<file path="src/rtl/counter_seq_ctrl_if.sv">
// Bundle between the sequencing controller, its host and the up/down counter.
// slave = controller view, master = host/counter view.
interface counter_seq_ctrl_if #(
  parameter int N      = 3,
  parameter int WRAP_W = 8
);
  logic              start_in;
  logic              stop_in;
  logic              mode_in;
  logic              dir_in;
  logic [N-1:0]      lo_in;
  logic [N-1:0]      hi_in;
  logic [N-1:0]      count_in;
  logic              load_out;
  logic [N-1:0]      d_out;
  logic              up_dn_out;
  logic              en_out;
  logic              busy_out;
  logic              done_out;
  logic              wrap_out;
  logic              err_out;
  logic [WRAP_W-1:0] wraps_out;

  modport slave (
    input  start_in, stop_in, mode_in, dir_in, lo_in, hi_in, count_in,
    output load_out, d_out, up_dn_out, en_out, busy_out, done_out,
           wrap_out, err_out, wraps_out
  );

  modport master (
    output start_in, stop_in, mode_in, dir_in, lo_in, hi_in, count_in,
    input  load_out, d_out, up_dn_out, en_out, busy_out, done_out,
           wrap_out, err_out, wraps_out
  );
endinterface

</file>
<file path="src/rtl/counter_seq_ctrl.sv">
// Sequencing controller for an N-bit up/down counter: bounded counting between
// latched lo/hi limits, one-shot or auto-reload, with pause/resume/abort,
// done/wrap/err pulses and a saturating reload count.
module counter_seq_ctrl #(
  parameter int N      = 3,
  parameter int WRAP_W = 8
) (
  input  logic               clk,
  input  logic               reset_al_in,
  counter_seq_ctrl_if.slave  bus
);
  typedef enum logic [2:0] {S_IDLE, S_LOAD, S_RUN, S_PAUSE, S_DONE} state_t;

  localparam logic [WRAP_W-1:0] WRAP_ONE = {{(WRAP_W-1){1'b0}}, 1'b1};

  state_t            state;
  logic [N-1:0]      lo_q, hi_q;
  logic              dir_q, mode_q;
  logic [WRAP_W-1:0] wraps_q;
  logic              busy_q, done_q, wrap_q, err_q;

  logic [N-1:0]      start_val, term_val;
  logic              out_rng, at_term;
  logic              load_c, en_c;

  // Start/terminal values swap with direction; range check uses latched bounds.
  assign start_val = dir_q ? hi_q : lo_q;
  assign term_val  = dir_q ? lo_q : hi_q;
  assign out_rng   = (bus.count_in < lo_q) || (bus.count_in > hi_q);
  assign at_term   = (bus.count_in == term_val);

  // Counter drive: a stop in RUN must freeze the count on the same edge it is seen.
  always_comb begin
    load_c = 1'b0;
    en_c   = 1'b0;
    case (state)
      S_LOAD: load_c = 1'b1;
      S_RUN: begin
        if (!bus.stop_in && !out_rng) begin
          if (at_term) load_c = mode_q;
          else         en_c   = 1'b1;
        end
      end
      default: ;
    endcase
  end

  assign bus.load_out  = load_c;
  assign bus.en_out    = en_c;
  assign bus.d_out     = start_val;
  assign bus.up_dn_out = dir_q;
  assign bus.busy_out  = busy_q;
  assign bus.done_out  = done_q;
  assign bus.wrap_out  = wrap_q;
  assign bus.err_out   = err_q;
  assign bus.wraps_out = wraps_q;

  // Control FSM with registered status outputs; pulses default low each cycle.
  always_ff @(posedge clk or negedge reset_al_in) begin
    if (!reset_al_in) begin
      state   <= S_IDLE;
      lo_q    <= '0;
      hi_q    <= '0;
      dir_q   <= 1'b0;
      mode_q  <= 1'b0;
      wraps_q <= '0;
      busy_q  <= 1'b0;
      done_q  <= 1'b0;
      wrap_q  <= 1'b0;
      err_q   <= 1'b0;
    end else begin
      done_q <= 1'b0;
      wrap_q <= 1'b0;
      err_q  <= 1'b0;
      case (state)
        S_IDLE: begin
          if (!bus.stop_in && bus.start_in) begin
            if (bus.lo_in > bus.hi_in) begin
              err_q <= 1'b1;
            end else begin
              lo_q    <= bus.lo_in;
              hi_q    <= bus.hi_in;
              dir_q   <= bus.dir_in;
              mode_q  <= bus.mode_in;
              wraps_q <= '0;
              busy_q  <= 1'b1;
              state   <= S_LOAD;
            end
          end
        end
        S_LOAD: state <= S_RUN;
        S_RUN: begin
          if (bus.stop_in) begin
            state <= S_PAUSE;
          end else if (out_rng) begin
            err_q  <= 1'b1;
            busy_q <= 1'b0;
            state  <= S_IDLE;
          end else if (at_term) begin
            if (mode_q) begin
              wrap_q <= 1'b1;
              if (~&wraps_q) wraps_q <= wraps_q + WRAP_ONE;
            end else begin
              done_q <= 1'b1;
              busy_q <= 1'b0;
              state  <= S_DONE;
            end
          end
        end
        S_PAUSE: begin
          if (bus.stop_in) begin
            busy_q <= 1'b0;
            state  <= S_IDLE;
          end else if (bus.start_in) begin
            state <= S_RUN;
          end
        end
        S_DONE: state <= S_IDLE;
        default: begin
          busy_q <= 1'b0;
          state  <= S_IDLE;
        end
      endcase
    end
  end
endmodule

</file>
<file path="src/flat_wrapper.sv">
// flat-port wrapper written by rule: the top's interface ports become plain ports
module counter_seq_ctrl_flat 
#(
  parameter int N      = 3,
  parameter int WRAP_W = 8
)
  (clk, reset_al_in, bus_start_in, bus_stop_in, bus_mode_in, bus_dir_in, bus_lo_in, bus_hi_in, bus_count_in, bus_load_out, bus_d_out, bus_up_dn_out, bus_en_out, bus_busy_out, bus_done_out, bus_wrap_out, bus_err_out, bus_wraps_out);
  counter_seq_ctrl_if #(.N(N), .WRAP_W(WRAP_W)) bus_i ();
  input  logic clk;
  input  logic reset_al_in;
  input wire logic [$bits(bus_i.start_in)-1:0] bus_start_in;
  input wire logic [$bits(bus_i.stop_in)-1:0] bus_stop_in;
  input wire logic [$bits(bus_i.mode_in)-1:0] bus_mode_in;
  input wire logic [$bits(bus_i.dir_in)-1:0] bus_dir_in;
  input wire logic [$bits(bus_i.lo_in)-1:0] bus_lo_in;
  input wire logic [$bits(bus_i.hi_in)-1:0] bus_hi_in;
  input wire logic [$bits(bus_i.count_in)-1:0] bus_count_in;
  output wire logic [$bits(bus_i.load_out)-1:0] bus_load_out;
  output wire logic [$bits(bus_i.d_out)-1:0] bus_d_out;
  output wire logic [$bits(bus_i.up_dn_out)-1:0] bus_up_dn_out;
  output wire logic [$bits(bus_i.en_out)-1:0] bus_en_out;
  output wire logic [$bits(bus_i.busy_out)-1:0] bus_busy_out;
  output wire logic [$bits(bus_i.done_out)-1:0] bus_done_out;
  output wire logic [$bits(bus_i.wrap_out)-1:0] bus_wrap_out;
  output wire logic [$bits(bus_i.err_out)-1:0] bus_err_out;
  output wire logic [$bits(bus_i.wraps_out)-1:0] bus_wraps_out;
  assign bus_i.start_in = bus_start_in;
  assign bus_i.stop_in = bus_stop_in;
  assign bus_i.mode_in = bus_mode_in;
  assign bus_i.dir_in = bus_dir_in;
  assign bus_i.lo_in = bus_lo_in;
  assign bus_i.hi_in = bus_hi_in;
  assign bus_i.count_in = bus_count_in;
  assign bus_load_out = bus_i.load_out;
  assign bus_d_out = bus_i.d_out;
  assign bus_up_dn_out = bus_i.up_dn_out;
  assign bus_en_out = bus_i.en_out;
  assign bus_busy_out = bus_i.busy_out;
  assign bus_done_out = bus_i.done_out;
  assign bus_wrap_out = bus_i.wrap_out;
  assign bus_err_out = bus_i.err_out;
  assign bus_wraps_out = bus_i.wraps_out;
  counter_seq_ctrl #(.N(N), .WRAP_W(WRAP_W)) u_core (.clk(clk), .reset_al_in(reset_al_in), .bus(bus_i));
endmodule
</file>
<file path="config.mk">
export PLATFORM = sky130hd
export DESIGN_NAME = counter_seq_ctrl_flat
export DESIGN_NICKNAME = d
export VERILOG_FILES = /design/src/rtl/counter_seq_ctrl_if.sv /design/src/rtl/counter_seq_ctrl.sv /design/src/flat_wrapper.sv
export SDC_FILE = /design/constraint.sdc
export NUM_CORES = 1
export LEC_CHECK = 0
export CAP_MARGIN = 20
export CORE_UTILIZATION = 45
export CTS_CLUSTER_SIZE = 40
export DETAILED_ROUTE_END_ITERATION = 7
export GPL_TIMING_DRIVEN = 0
export PLACE_DENSITY_LB_ADDON = 0.1
export SKIP_CTS_REPAIR_TIMING = 1
export SLEW_MARGIN = 20
export SYNTH_ARGS = -nofsm -noshare
export SYNTH_HDL_FRONTEND = slang
export SYNTH_SLANG_ARGS = --single-unit
</file>
<file path="constraint.sdc">
create_clock -name clk -period 3.6 [get_ports clk]
set_input_delay 1.08 -clock clk [delete_from_list [all_inputs] [get_ports clk]]
set_output_delay 1.08 -clock clk [all_outputs]
set_load 0.01 [all_outputs]
</file>
==> results of run 1 <==
## routing by layer
| layer | part of all wire | wire length, um | track usage | up-vias |
|---|---|---|---|---|
| li1 | - | - | - | 710 |
| met1 | 0.45 | 1690 | 0.283 | 704 |
| met2 | 0.48 | 1820 | 0.372 | 47 |
| met3 | 0.046 | 171 | 0.0256 | 9 |
| met4 | 0.019 | 73 | 0.0974 | 0 |
| met5 | 0 | 0 | 0 | - |
## logic make-up (layout without fill, tap and decap cells)
logic type                 count (synthesis)  in the layout  synth area share
adders and majority gates                  9              9            0.0731
muxes                                     11             11            0.0764
xor gates and xnor gates                   3              3            0.0171
and+or+nand+nor                           68             68             0.241
DFF                                       23             23             0.374
buffers and inverters                     22             62            0.0634
AOI/OAI and AO/OA                         36             36             0.155
## stage by stage
| step | std cells | total power [mW] |
|---|---|---|
| 6_report | 256 | 1.47 |
| 5_1_grt | 256 | 1.59 |
| 4_1_cts | 252 | 1.35 |
| 3_5_place_dp | 248 | 1.22 |
| 3_3_place_gp | 248 | 1.21 |
| 2_1_floorplan | 172 | 0.942 |
## cells in the final DEF, fill, tap and decap left out, types with 2 or more instances in the layout
cell type / netlist / layout
clkdlybuf4s50_1: 0 / 25
dfrtp_1: 23 / 23
nand2_1: 20 / 19
nand3_1: 16 / 16
inv_1: 15 / 15
o21ai_0: 12 / 11
nor4_1: 8 / 8
ha_1: 9 / 8
mux2_2: 6 / 6
mux2i_1: 5 / 5
clkbuf_1: 5 / 4
a31oi_1: 4 / 4
dlymetal6s2s_1: 0 / 4
buf_4: 0 / 4
or3_1: 3 / 3
o2111ai_1: 3 / 3
or2_2: 3 / 3
and3_1: 3 / 3
nor2_1: 3 / 3
a31o_2: 3 / 3
clkbuf_4: 0 / 3
buf_6: 2 / 2
a21oi_1: 2 / 2
nor3_4: 1 / 2
nor2b_1: 2 / 2
xnor2_1: 3 / 2
buf_2: 0 / 2
nor3_1: 4 / 2
a21o_1: 2 / 2
nand4_1: 2 / 2
clkbuf_2: 0 / 2
## final cells by class
| class | instances | share of cell area |
|---|---|---|
| plain buffers | 7 | 0.0209 |
| clock buffers | 3 | 0.0110 |
| clock inverters | 1 | 0.00245 |
| inverters | 15 | 0.0276 |
| multi-input cells | 127 | 0.460 |
| flip-flops and latches | 23 | 0.282 |
| well taps | 44 | 0.0270 |
| repair buffers | 36 | 0.169 |
## flip-flops by register name, summed over array words and instances, names as in the netlist
name / count
u_core.bus.err_out: 1
u_core.lo_q: 3
u_core.bus.wraps_out: 8
u_core.bus.done_out: 1
u_core.hi_q: 3
u_core.mode_q: 1
u_core.state: 3
u_core.bus.busy_out: 1
u_core.bus.wrap_out: 1
u_core.bus.up_dn_out: 1
## worst reg2reg max path: cells and delay by family (launching register included)
family	cells	cell delay (ns)
DFF	1	0.40
AOI/OAI and AO/OA	5	0.96
adders and majority gates	1	0.27
buffers and inverters	2	0.46
## power by group through the flow
stage | sequential, mW | combinational, mW | clock [mW]
global route | 0.446 | 1.00 | 0.139
finish | 0.435 | 0.914 | 0.126
CTS | 0.432 | 0.792 | 0.124
global placement | 0.437 | 0.769 | 0
floorplan | 0.437 | 0.505 | 0
detailed placement | 0.439 | 0.784 | 0
## path summary, 6_finish.rpt
kind | from | to | slack [ns] | depth (start not counted)
worst max-delay path | bus_count_in[2] | bus_load_out | -0.05 | 8
worst max register to register | u_core.lo_q[2]$_DFFE_PN0P_ | u_core.bus.busy_out$_DFFE_PN0P_ | 1.44 | 8
worst min-delay path | u_core.bus.wraps_out[0]$_DFFE_PN0P_ | u_core.bus.wraps_out[0]$_DFFE_PN0P_ | 0.54 | 1
worst min register to register | u_core.bus.wraps_out[0]$_DFFE_PN0P_ | u_core.bus.wraps_out[0]$_DFFE_PN0P_ | 0.54 | 1
min in group asynchronous | reset_al_in | u_core.bus.wraps_out[0]$_DFFE_PN0P_ | 0.71 | 1
max in group asynchronous | reset_al_in | u_core.bus.err_out$_DFF_PN0_ | 2.53 | 1
==> flow_metrics.env, run 1 <==
export IMPL_drive_above_1_share=0.175
export IMPL_path_max_fanout=5
export IMPL_async_reset_ff_frac=1.00
export IMPL_place_hpwl_mm=2.65
export IMPL_area_delta_synth_final_pct=32.4
export IMPL_pwr_share_clk=0.085
export IMPL_synth_seq_cells=23
export IMPL_grt_max_degree=24
export IMPL_final_cell_area_um2=2040
export IMPL_ir_drop_v=0.000346
export IMPL_antenna_found_initial=0
export IMPL_num_vias=1470
export IMPL_syn_nets=196
export IMPL_setup_ws_ns=-0.0455
export IMPL_min_period_ns=3.65
export IMPL_start_util=0.488
export IMPL_grt_pass1_wl_mm=6.01
export IMPL_die_h_um=60.5
export IMPL_max_clock_freq_mhz=274
export IMPL_fin_tns_setup_ns=-0.0455
export IMPL_rows=20
export IMPL_place_congestion=0.880
export IMPL_firstDrtPassIters=5
export IMPL_post_dp_cell_area_um2=1920
export IMPL_worst_path_max_delay_cell="ha_1"
export IMPL_relSlewSlack=0.521
export IMPL_track_usage=0.220
export IMPL_clock_skew_ns=0.00313
export IMPL_whs_ns=0.544
export IMPL_core_region_area_um2=3150
export IMPL_path_clk_slew_ns=0.13
export IMPL_drtAntennaViolNets=0
export IMPL_synth_ff_type="dfrtp_1"
export IMPL_rsz0062_at_grt="true"
export IMPL_first_iter_violations=152
export IMPL_finalMaxSlewViolations=0
export IMPL_crit_family="compound AO/OA/AOI/OAI gates"
export IMPL_die_width_um=60.5
export IMPL_yosysTopAreaCell="dfrtp_1"
export IMPL_status="finished, violations left"
export IMPL_violations="setup timing"
export IMPL_cts_path_max_buffers=2
export IMPL_drc_errors=0
export IMPL_tritoncts="built"
export IMPL_seq_area_um2=576
export IMPL_cts_sinks=23
export IMPL_cts_buffers=3
export IMPL_grt_pass1_vias=1401
export IMPL_ys_seq_area_frac=0.374
export IMPL_h_tree_depth=1
export IMPL_portBuffers=32
export IMPL_yosysMostFrequentCell="dfrtp_1"
export IMPL_post_route_util=0.647
export IMPL_drt_wl_total_mm=3.76
export IMPL_cp_cell_sequence="dlymetal6s2s_1, ha_1, o21ai_0, o21bai_2, o21ai_4, nor4_4, a31o_1, clkbuf_2"
export IMPL_worst_path_buf_inv=2
export IMPL_ios=33
export IMPL_finalSetupViolCount=1
export IMPL_worst_slew_pin_slew_ns=0.713
export IMPL_worst_ep_required_time_ns=2.52
export IMPL_worstSkewPairLatency_ns=0.32
export IMPL_fin_crit_sh=1.01
export IMPL_hold_viol=0
export IMPL_hp_class="flip-flop to flip-flop"
export IMPL_leakage_nw=0.896
export IMPL_overflow=0
export IMPL_swShare=0.451
export IMPL_synth_cell_types=36
export IMPL_critical_path_class="input pin to output port"
export IMPL_start_kind="input pin"
export IMPL_synthTopCellsByArea="dfrtp_1, ha_1, nand3_1"
export IMPL_ys_top_cells_by_count="dfrtp_1, nand2_1, nand3_1, inv_1, o21ai_0"
export IMPL_place_ws_ns=-1.09
export IMPL_diodes=0
export IMPL_synth_cell_area_um2=1540
export IMPL_internal_power_mw=0.810
export IMPL_synth_edf_count=0
export IMPL_cpPeakStageDelay_ns=0.29
export IMPL_die_area_um2=3660
export IMPL_netlist_instances=172
export IMPL_avgSynthCellArea_um2=8.95
export IMPL_fin_nets=237
export IMPL_multi_input_area_um2=937
export IMPL_worstSetupEndpointType="output port"
export IMPL_power_density_nw_per_um2=723
export IMPL_combPwrFrac=0.620
export IMPL_drv_cap=0
export IMPL_synth_top_area_share=0.374
export IMPL_routedWlPerCell_um=14.7
export IMPL_net_switching_power_mw=0.664
export IMPL_cts_root_buf="clkbuf_4"
export IMPL_via_per_inst=5.74
export IMPL_arrival_ns=2.57
export IMPL_yosysWarnings=0
export IMPL_power_frac_seq=0.295
export IMPL_n_fill_cell=292
(Power assumes the default switching activity.)
==> run 2, diff against run 1 <==
--- a/config.mk
+++ b/config.mk
@@ -7,7 +7,7 @@
 export LEC_CHECK = 0
 export CAP_MARGIN = 20
 export CORE_UTILIZATION = 45
-export CTS_CLUSTER_SIZE = 40
+export CTS_CLUSTER_SIZE = 25
 export DETAILED_ROUTE_END_ITERATION = 7
 export GPL_TIMING_DRIVEN = 0
 export PLACE_DENSITY_LB_ADDON = 0.1
==> results of run 2 <==
Same layout as run 1: the final DEF is identical, and so are final timing and power.
==> run 3, diff against run 2 <==
--- a/config.mk
+++ b/config.mk
@@ -6,8 +6,8 @@
 export NUM_CORES = 1
 export LEC_CHECK = 0
 export CAP_MARGIN = 20
+export CORE_ASPECT_RATIO = 1.75
 export CORE_UTILIZATION = 45
-export CTS_CLUSTER_SIZE = 25
 export DETAILED_ROUTE_END_ITERATION = 7
 export GPL_TIMING_DRIVEN = 0
 export PLACE_DENSITY_LB_ADDON = 0.1
==> flow_metrics.env, run 3 (synthesis results as in run 1) <==
export IMPL_status="finished, final reports clean"
export IMPL_busiest_layer="met2"
export IMPL_start_kind="input pin"
export IMPL_crit_family="compound AO/OA/AOI/OAI gates"
export IMPL_via_per_inst=5.75
export IMPL_cpPeakStageDelay_ns=0.29
export IMPL_internal_power_mw=0.862
export IMPL_leakage_nw=0.900
export IMPL_worst_ep_required_time_ns=2.52
export IMPL_firstDrtPassIters=4
export IMPL_worstSkewPairLatency_ns=0.26
export IMPL_place_congestion=0.902
export IMPL_ir_drop_v=0.000465
export IMPL_largest_reg_flops=8
export IMPL_power_frac_seq=0.285
export IMPL_tritoncts="built"
export IMPL_power_density_nw_per_um2=744
export IMPL_hold_viol=0
export IMPL_critical_path_class="input pin to output port"
export IMPL_final_cell_mix="clkdlybuf4s50_1, dfrtp_1, nand2_1"
export IMPL_area_delta_synth_final_pct=34.4
export IMPL_hp_class="flip-flop to flip-flop"
export IMPL_cts_buffers=3
export IMPL_fin_nets=237
export IMPL_diodes=0
export IMPL_pwr_share_clk=0.105
export IMPL_finalMaxSlewViolations=0
export IMPL_swShare=0.440
export IMPL_gr_usage_met3=0.0294
export IMPL_finalSetupViolCount=0
export IMPL_net_switching_power_mw=0.677
export IMPL_n_fill_cell=268
export IMPL_start_util=0.480
export IMPL_cts_root_buf="clkbuf_8"
export IMPL_grt_pass1_vias=1495
export IMPL_relSlewSlack=0.498
export IMPL_worst_slew_pin_slew_ns=0.747
export IMPL_drt_wl_total_mm=3.94
export IMPL_final_cell_area_um2=2070
export IMPL_path_clk_slew_ns=0.08
export IMPL_min_period_ns=3.55
export IMPL_grt_max_degree=24
export IMPL_arrival_ns=2.47
export IMPL_die_width_um=46.2
export IMPL_worstSetupEndpointType="output port"
export IMPL_drc_errors=0
export IMPL_overflow=0
export IMPL_cp_cell_sequence="clkbuf_2, ha_1, o21ai_0, o21bai_2, o21ai_4, nor4_4, a31o_1, buf_2"
export IMPL_antenna_found_initial=0
export IMPL_drive_above_1_share=0.193
export IMPL_place_hpwl_mm=2.93
export IMPL_track_usage=0.235
export IMPL_cts_sinks=23
export IMPL_use_met2=0.414
export IMPL_mostFrequentLayoutCell="clkdlybuf4s50_1"
export IMPL_path_max_fanout=6
export IMPL_power_mw=1.54
export IMPL_max_clock_freq_mhz=281
export IMPL_combPwrFrac=0.610
export IMPL_h_tree_depth=1
export IMPL_worst_path_buf_inv=2
export IMPL_grt_pass1_wl_mm=6.40
export IMPL_post_dp_cell_area_um2=1910
export IMPL_ios=33
export IMPL_drv_cap=0
export IMPL_clock_skew_ns=0.00267
export IMPL_grt_met1_usage=0.268
export IMPL_num_vias=1466
export IMPL_portBuffers=32
export IMPL_die_area_um2=3670
export IMPL_worst_path_max_delay_cell="ha_1"
export IMPL_fin_crit_sh=0.987
export IMPL_drtAntennaViolNets=0
export IMPL_die_h_um=79.4
export IMPL_cts_path_max_buffers=2
export IMPL_first_iter_violations=45
export IMPL_rows=27
export IMPL_core_region_area_um2=3210
export IMPL_routedWlPerCell_um=15.4
-- run 3: changes by cell type in the layout (fill, tap and decap cells not counted), sizes merged --
cell,before,now
dlymetal6s2s,4,2
buf,8,10
-- run 3: cell type report --
cell class	instances	area (um2)	area share
buffer	6	31.3	0.0151
clock buffer	3	41.3	0.0200
clock inverter	1	5.00	0.00242
inverter	15	56.3	0.0272
multi-input combinational	127	966	0.467
sequential	23	576	0.278
tap	43	53.8	0.0260
timing repair buffer	37	340	0.164
-- run 3: worst reg2reg max path: stages (launching register included) --
cell and delay, ns:
dfrtp_1 0.37, inv_1 0.06, ha_1 0.27, o21ai_0 0.09, o21bai_2 0.24, buf_4 0.15, o21a_1 0.13, clkbuf_1 0.39
o2111ai_1 0.18, a32oi_1 0.22
-- run 3: worst paths after layout --
| check | from | end | slack, ns | cells after the start |
|---|---|---|---|---|
| worst min register to register | u_core.bus.wraps_out[0]$_DFFE_PN0P_ | u_core.bus.wraps_out[0]$_DFFE_PN0P_ | 0.54 | 1 |
| worst max-delay path | bus_count_in[2] | bus_load_out | 0.05 | 8 |
| max in group asynchronous | reset_al_in | u_core.bus.wraps_out[2]$_DFFE_PN0P_ | 2.46 | 1 |
| worst min-delay path | u_core.bus.wraps_out[0]$_DFFE_PN0P_ | u_core.bus.wraps_out[0]$_DFFE_PN0P_ | 0.54 | 1 |
| worst max register to register | u_core.lo_q[2]$_DFFE_PN0P_ | u_core.bus.busy_out$_DFFE_PN0P_ | 1.42 | 9 |
| min in group asynchronous | reset_al_in | u_core.bus.up_dn_out$_DFFE_PN0P_ | 0.78 | 1 |
-- run 3: metal layers --
| layer | up-vias | routed length, um |
|---|---|---|
| met1 | 692 | 1520 |
| met5 | - | 0 |
| met4 | 0 | 53 |
| met3 | 6 | 172 |
| li1 | 709 | - |
| met2 | 59 | 2190 |
-- run 3: metrics by stage --
| stage | hold WS, ns | util | setup WS [ns] | std cells | setup TNS (ns) |
|---|---|---|---|---|---|
| after floorplan | 0.479 | - | 0.143 | 172 | 0 |
| after global placement | 0.521 | 0.596 | -1.02 | 247 | -1.89 |
| after detailed placement | 0.538 | 0.596 | -1.04 | 247 | -1.92 |
| after CTS | 0.543 | 0.611 | -1.06 | 251 | -1.96 |
| after global routing | 0.577 | 0.645 | -0.0546 | 255 | -0.0546 |
| final | 0.540 | 0.645 | 0.0452 | 255 | 0 |
-- run 3: power groups by stage --
stage          clock, mW  combinational [mW]  sequential (mW)
2_1_floorplan          0               0.505            0.437
3_3_place_gp           0               0.766            0.440
3_5_place_dp           0               0.790            0.443
4_1_cts            0.165               0.793            0.437
5_1_grt            0.176                1.02            0.454
6_report           0.161               0.939            0.439
